## src/rtl/booth_controller.sv

```systemverilog
// Sequencing FSM for the 8-bit radix-2 Booth multiplier datapath.
// Loads M and Q, then runs eight add/subtract + arithmetic-shift steps.
module booth_controller (
  input  logic clk,
  input  logic rst,
  input  logic start,
  input  logic eqz,
  input  logic Q0,
  input  logic Q_1,
  output logic load_M,
  output logic load_Q,
  output logic clear_A,
  output logic clear_ff,
  output logic load_count,
  output logic load_A,
  output logic addsub,
  output logic shift_A,
  output logic shift_Q,
  output logic decr,
  output logic clear_Q,
  output logic busy,
  output logic done
);

  typedef enum logic [2:0] {
    S_IDLE   = 3'd0,
    S_LOAD_M = 3'd1,
    S_LOAD_Q = 3'd2,
    S_EVAL   = 3'd3,
    S_SHIFT  = 3'd4,
    S_DONE   = 3'd5
  } state_e;

  state_e state_q, state_d;
  logic   busy_q, done_q;

  // Next state and datapath strobes; EVAL strobes follow the live Q0/Q_1 pair.
  always_comb begin
    state_d    = state_q;
    load_M     = 1'b0;
    load_Q     = 1'b0;
    clear_A    = 1'b0;
    clear_ff   = 1'b0;
    load_count = 1'b0;
    load_A     = 1'b0;
    addsub     = 1'b0;
    shift_A    = 1'b0;
    shift_Q    = 1'b0;
    decr       = 1'b0;
    case (state_q)
      S_IDLE: begin
        if (start) state_d = S_LOAD_M;
      end
      S_LOAD_M: begin
        load_M  = 1'b1;
        state_d = S_LOAD_Q;
      end
      S_LOAD_Q: begin
        load_Q     = 1'b1;
        clear_A    = 1'b1;
        clear_ff   = 1'b1;
        load_count = 1'b1;
        state_d    = S_EVAL;
      end
      S_EVAL: begin
        if (eqz) begin
          state_d = S_DONE;
        end else if (Q0 != Q_1) begin
          load_A  = 1'b1;
          addsub  = ~Q0;
          state_d = S_SHIFT;
        end else begin
          shift_A = 1'b1;
          shift_Q = 1'b1;
          decr    = 1'b1;
        end
      end
      S_SHIFT: begin
        shift_A = 1'b1;
        shift_Q = 1'b1;
        decr    = 1'b1;
        state_d = S_EVAL;
      end
      S_DONE: begin
        state_d = S_IDLE;
      end
      default: begin
        state_d = S_IDLE;
      end
    endcase
  end

  // State plus status flags, registered against the upcoming state.
  always_ff @(posedge clk or posedge rst) begin
    if (rst) begin
      state_q <= S_IDLE;
      busy_q  <= 1'b0;
      done_q  <= 1'b0;
    end else begin
      state_q <= state_d;
      busy_q  <= (state_d != S_IDLE);
      done_q  <= (state_d == S_DONE);
    end
  end

  assign busy    = busy_q;
  assign done    = done_q;
  assign clear_Q = 1'b0;

endmodule

```

## config.mk

```make
export PLATFORM = sky130hd
export DESIGN_NAME = booth_controller
export DESIGN_NICKNAME = d
export VERILOG_FILES = /design/src/rtl/booth_controller.sv
export SDC_FILE = /design/constraint.sdc
export NUM_CORES = 1
export LEC_CHECK = 0
export BUFFER_PORTS_ARGS = -buffer_cell sky130_fd_sc_hd__buf_2
export CORE_AREA = 2 2 39 41
export CTS_CLUSTER_SIZE = 40
export DETAILED_ROUTE_END_ITERATION = 10
export DIE_AREA = 0 0 41 43
export HOLD_SLACK_MARGIN = 0.1
export SLEW_MARGIN = 15
export SYNTH_ARGS = -nofsm -noshare
export SYNTH_HDL_FRONTEND = slang
export SYNTH_SLANG_ARGS = --single-unit
```

## constraint.sdc

```tcl
create_clock -name clk -period 1 [get_ports clk]
set_input_delay 0.05 -clock clk [delete_from_list [all_inputs] [get_ports clk]]
set_output_delay 0.05 -clock clk [all_outputs]
set_load 0.005 [all_outputs]
```

# ---- Word-level counts from Yosys, hierarchy flattened
# Cells that the tools add are included.
dict set report word_totals {
  ff_bits 5
}
dict set report op_classes {
  bitwise_logic 1
  reduce_logical 3
  n_eq_ne 6
  mux 15
}
# operator count
set ops {}
lappend ops {{3-bit case mux with 4 select lines} 1}
lappend ops {{1-bit 2-to-1 mux} 10}
lappend ops {{3-bit 2-to-1 mux} 3}
lappend ops {{3-bit by 2-bit == test with 1-bit output (second input constant)} 2}
lappend ops {{3-bit == test (second input constant)} 2}
lappend ops {{3-bit by 1-bit == test with 1-bit output (second input constant)} 1}
lappend ops {{3-bit logical NOT} 1}
lappend ops {{3-bit nonzero test} 1}
lappend ops {{1-bit case mux with 2 select lines} 1}
lappend ops {{2-bit OR reduction} 1}
lappend ops {{1-bit != test} 1}
lappend ops {{1-bit NOT} 1}

# ---- Logic depth before layout (Yosys ltp)
dict set report depth {
  ltp_word 5
  mapped_depth 5
  mapped_depth_nobuf 4
}

# ---- Worst setup path after synthesis
# OpenSTA, ideal clock, no wires.
dict set report synth_path {
  path_type {flip-flop to output port}
  from {reg state_q[2]}
  to {out shift_A}
  path_stages_with_launch 5
  n_path_buf 2
  t_arrival_ns 1.038
  slack_ns -0.088
  cell_sequence {dfrtp_1 -> buf_2 -> nand3b_4 -> o2bb2ai_1 -> buf_4}
}
dict set report synth_via {
  elab_chain_len 2
  word_cells_on_any_way 3
  cone_classes {2 x eq/ne; 1 x mux}
}
# element line
set synth_rtl {}
lappend synth_rtl {{from (decl)} 34} ;# state_e state_q, state_d;
lappend synth_rtl {{from (signal assigned)} 100} ;# state_q <= state_d;
lappend synth_rtl {{3-bit == test or 3-bit by 2-bit == test with 1-bit output (tied branches)} -}
lappend synth_rtl {{1-bit case mux with 2 select lines (*)} -}
lappend synth_rtl {{to (decl)} 17} ;# output logic shift_A,
# Every way passes the cells marked *; elsewhere a longest branch is shown, timed or not.

# ---- Worst setup path after layout
dict set report layout_path {
  from {reg state_q[2]}
  to {out addsub}
}
dict set report layout_via {
  elab_chain_len 2
}
# element line
set layout_rtl {}
lappend layout_rtl {{3-bit by 2-bit == test with 1-bit output} 50} ;# case (state_q)
lappend layout_rtl {{1-bit 2-to-1 mux} 50}
lappend layout_rtl {{to (decl)} 16} ;# output logic addsub,
# No other way between the ends.

==> results.md <==
* Final Power at 1.86 mW
* Initial antenna violation count at 0
* Number of max-cap violations at 0
* GRT overflow at 0
* CP Cell Sequence: nand3b_4 -> nor3b_2 -> buf_2
* Critical Path Max Stage Delay at 440 ps
* CTS Buf Count at 3
* First-pass GRT wire length at 1.29 mm
* Peak supply drop at 913 uV
* Delay-heaviest family, CP: flip-flops
* # diodes at 0
* Setup Skew at 10.9 ps
* Largest net degree at the start of global routing at 7
* First DRT Iteration DRCs at 0
* Post-layout util at 0.436
* Layout area overhead at 60.7%
* Reg2reg setup slack at -120 ps
* Hold Path Depth at 3
* Clock sink total at 5
* RSZ-0062 raised after global routing: true
* Post-synthesis net count at 46
* H-tree levels at 1
* Pwr per Cell Area at 3080 nW/um^2
* Syn avg cell area at 9.62 sq um
* Latest clock arrival within the worst-skew pair at 250 ps
* Crit path arrival time at 1190 ps
* Row Count at 14
* Synth Instances at 39
* Critical Path Fanout Max at 5
* Detailed placer's ending HPWL at 578 microns
* Worst Reg2Reg Path Length in Cells at 4
* #FFs+latches synth at 5
* ANT nets after route at 0
* CTS Buffer Depth at 2
* Setup_tns at -2260 ps
* Routability congestion estimate at 0.753
* Worst Path Buf+Inv at 1
* Min-Delay Path Class: in2reg
* Leakage at 0.303 nW
* Nets@finish at 70
* Placed cell count at 67
* Avg Vias per Cell at 4.33
* Final WL at 859 microns
* Starting Density at 0.271
* IO buf count at 17
* Vias in the first global route at 322
* Gr usage total at 0.108
* Failing checks: negative setup slack
* Synth warn at 0
* Worst Slack Setup Final at -242 ps
* Seq/Total Area, Yosys at 0.333
* Slowest-stage cell, CP: dfrtp_2
* First-pass detailed-route iteration total at 1
* Clock transition at the registers of the reported paths at 60 ps
* Final period utilization at 1.24
* Final hold vios at 0
* X dimension of the die at 41 microns
* Max Clock Freq at 0.805 GHz
* Mapped cell area at 375 sq um
* Die Ht at 43 microns
* CTS tree: done
* DRC Markers at 0
* CP Capture Type: output pin
* Post-route insts no fill at 78
* Worst r2r src: state_q[1]$_DFF_PP0_
* Avg WL per Cell at 11.0 microns
* Via count at 338
* Commonest non-fill, non-tap cell in the layout: buf_2
* Setup Crit Path Kind: reg2out
* Worst path required time at 950 ps
* Hold Path Sink: state_q[0]$_DFF_PP0_
* Pre-CTS setup slack at -69.8 ps
* Unique masters post-synth at 20
* # IOs at 19
* Outcome: finished, violations left
* Final setup fails at 12
* Most frequent cells in the layout: 17 x buf_2, 7 x buf_4, 4 x inv_1
* RR Endpoint: state_q[1]$_DFF_PP0_
* Hold_sp: start
* Startpoint Class: flop
* Clock period minus worst slack at 1240 ps
* Share of layout cells above drive strength 1 at 0.726
* Slew Viols, Final at 0
* Floorplan core area at 1380 sq um
* Clk root buf: clkbuf_4
* Die footprint at 1760 sq um
## sequential cells by signal (all words and copies together) (netlist names)
register  count
busy          1
done          1
state_q       3
## how the worst max path moves through the flow
stage | start | to | slack [ps] | cells after the start
after floorplan | state_q[2]$_DFF_PP0_ | shift_A | 3 | 4
after global placement | state_q[2]$_DFF_PP0_ | state_q[0]$_DFF_PP0_ | -40 | 3
after detailed placement | state_q[0]$_DFF_PP0_ | state_q[1]$_DFF_PP0_ | -70 | 2
after CTS | state_q[2]$_DFF_PP0_ | addsub | -230 | 3
after global routing | state_q[2]$_DFF_PP0_ | addsub | -320 | 3
final | state_q[2]$_DFF_PP0_ | addsub | -240 | 3
## area by class of cell
class                      count  area, sq um
fill                         151          781
multi-input combinational     21          231
timing repair buffer          28          180
sequential                     5          129
clock buffer                   3         22.5
tap                           16         20.0
inverter                       4         15.0
clock inverter                 1         5.00
## where the power goes
| group | leakage (nW) | internal, mW | switching (mW) | total [mW] |
|---|---|---|---|---|
| Combinational | 0.229 | 0.670 | 0.479 | 1.15 |
| Clock | 0.0177 | 0.145 | 0.0962 | 0.242 |
| Sequential | 0.0563 | 0.304 | 0.161 | 0.465 |
| Total | 0.303 | 1.12 | 0.736 | 1.86 |
## timing repair
action                                  in CTS  in global routing
pin swaps                                    1                  2
endpoints found under the setup margin      14                 13
endpoints found under the hold margin        7                  0
hold buffers                                 2                  0
buffers inserted                             4                  1
gates resized for setup                      7                  5
## metrics by stage
stage	hold WS (ps)	instance area, sq um
6_report	110	603
5_1_grt	114	603
4_1_cts	109	563
3_5_place_dp	-37.9	464
3_3_place_gp	-50.7	464
2_1_floorplan	-171	404
## cell usage after synthesis, drive strengths merged
cell type | n | area, sq um
buf | 9 | 72.6
dfrtp | 5 | 125
inv | 4 | 15.0
nor2 | 4 | 15.0
nor3 | 3 | 15.0
a21oi | 2 | 10.0
nor3b | 2 | 20.0
a221oi | 1 | 15.0
a311oi | 1 | 15.0
and2 | 1 | 6.26
conb | 1 | 3.75
ha | 1 | 12.5
nand2b | 1 | 6.26
nand3b | 1 | 20.0
o21a | 1 | 7.51
o21bai | 1 | 7.51
o2bb2ai | 1 | 8.76
## kinds of logic after synthesis
group / Yosys count / synth area share
simple gates: 12 / 0.220
other cells: 1 / 0.00999
flops: 5 / 0.333
fa+ha+maj: 1 / 0.0333
compound gates: 7 / 0.170
buf+inv: 13 / 0.233
## worst register-to-register path, stage by stage (launching register included)
cell	delay, ps
dfrtp_2	470
buf_4	170
buf_4	140
nor3_4	160
a311oi_2	60
## per-layer routing
layer  routed length, microns  track usage  vias up
li1                         -            -      167
met3                       49       0.0157        0
met5                        0            0        -
met1                      314        0.122      160
met2                      495        0.181       11
met4                        0       0.0600        0
(Power assumes the default switching activity.)
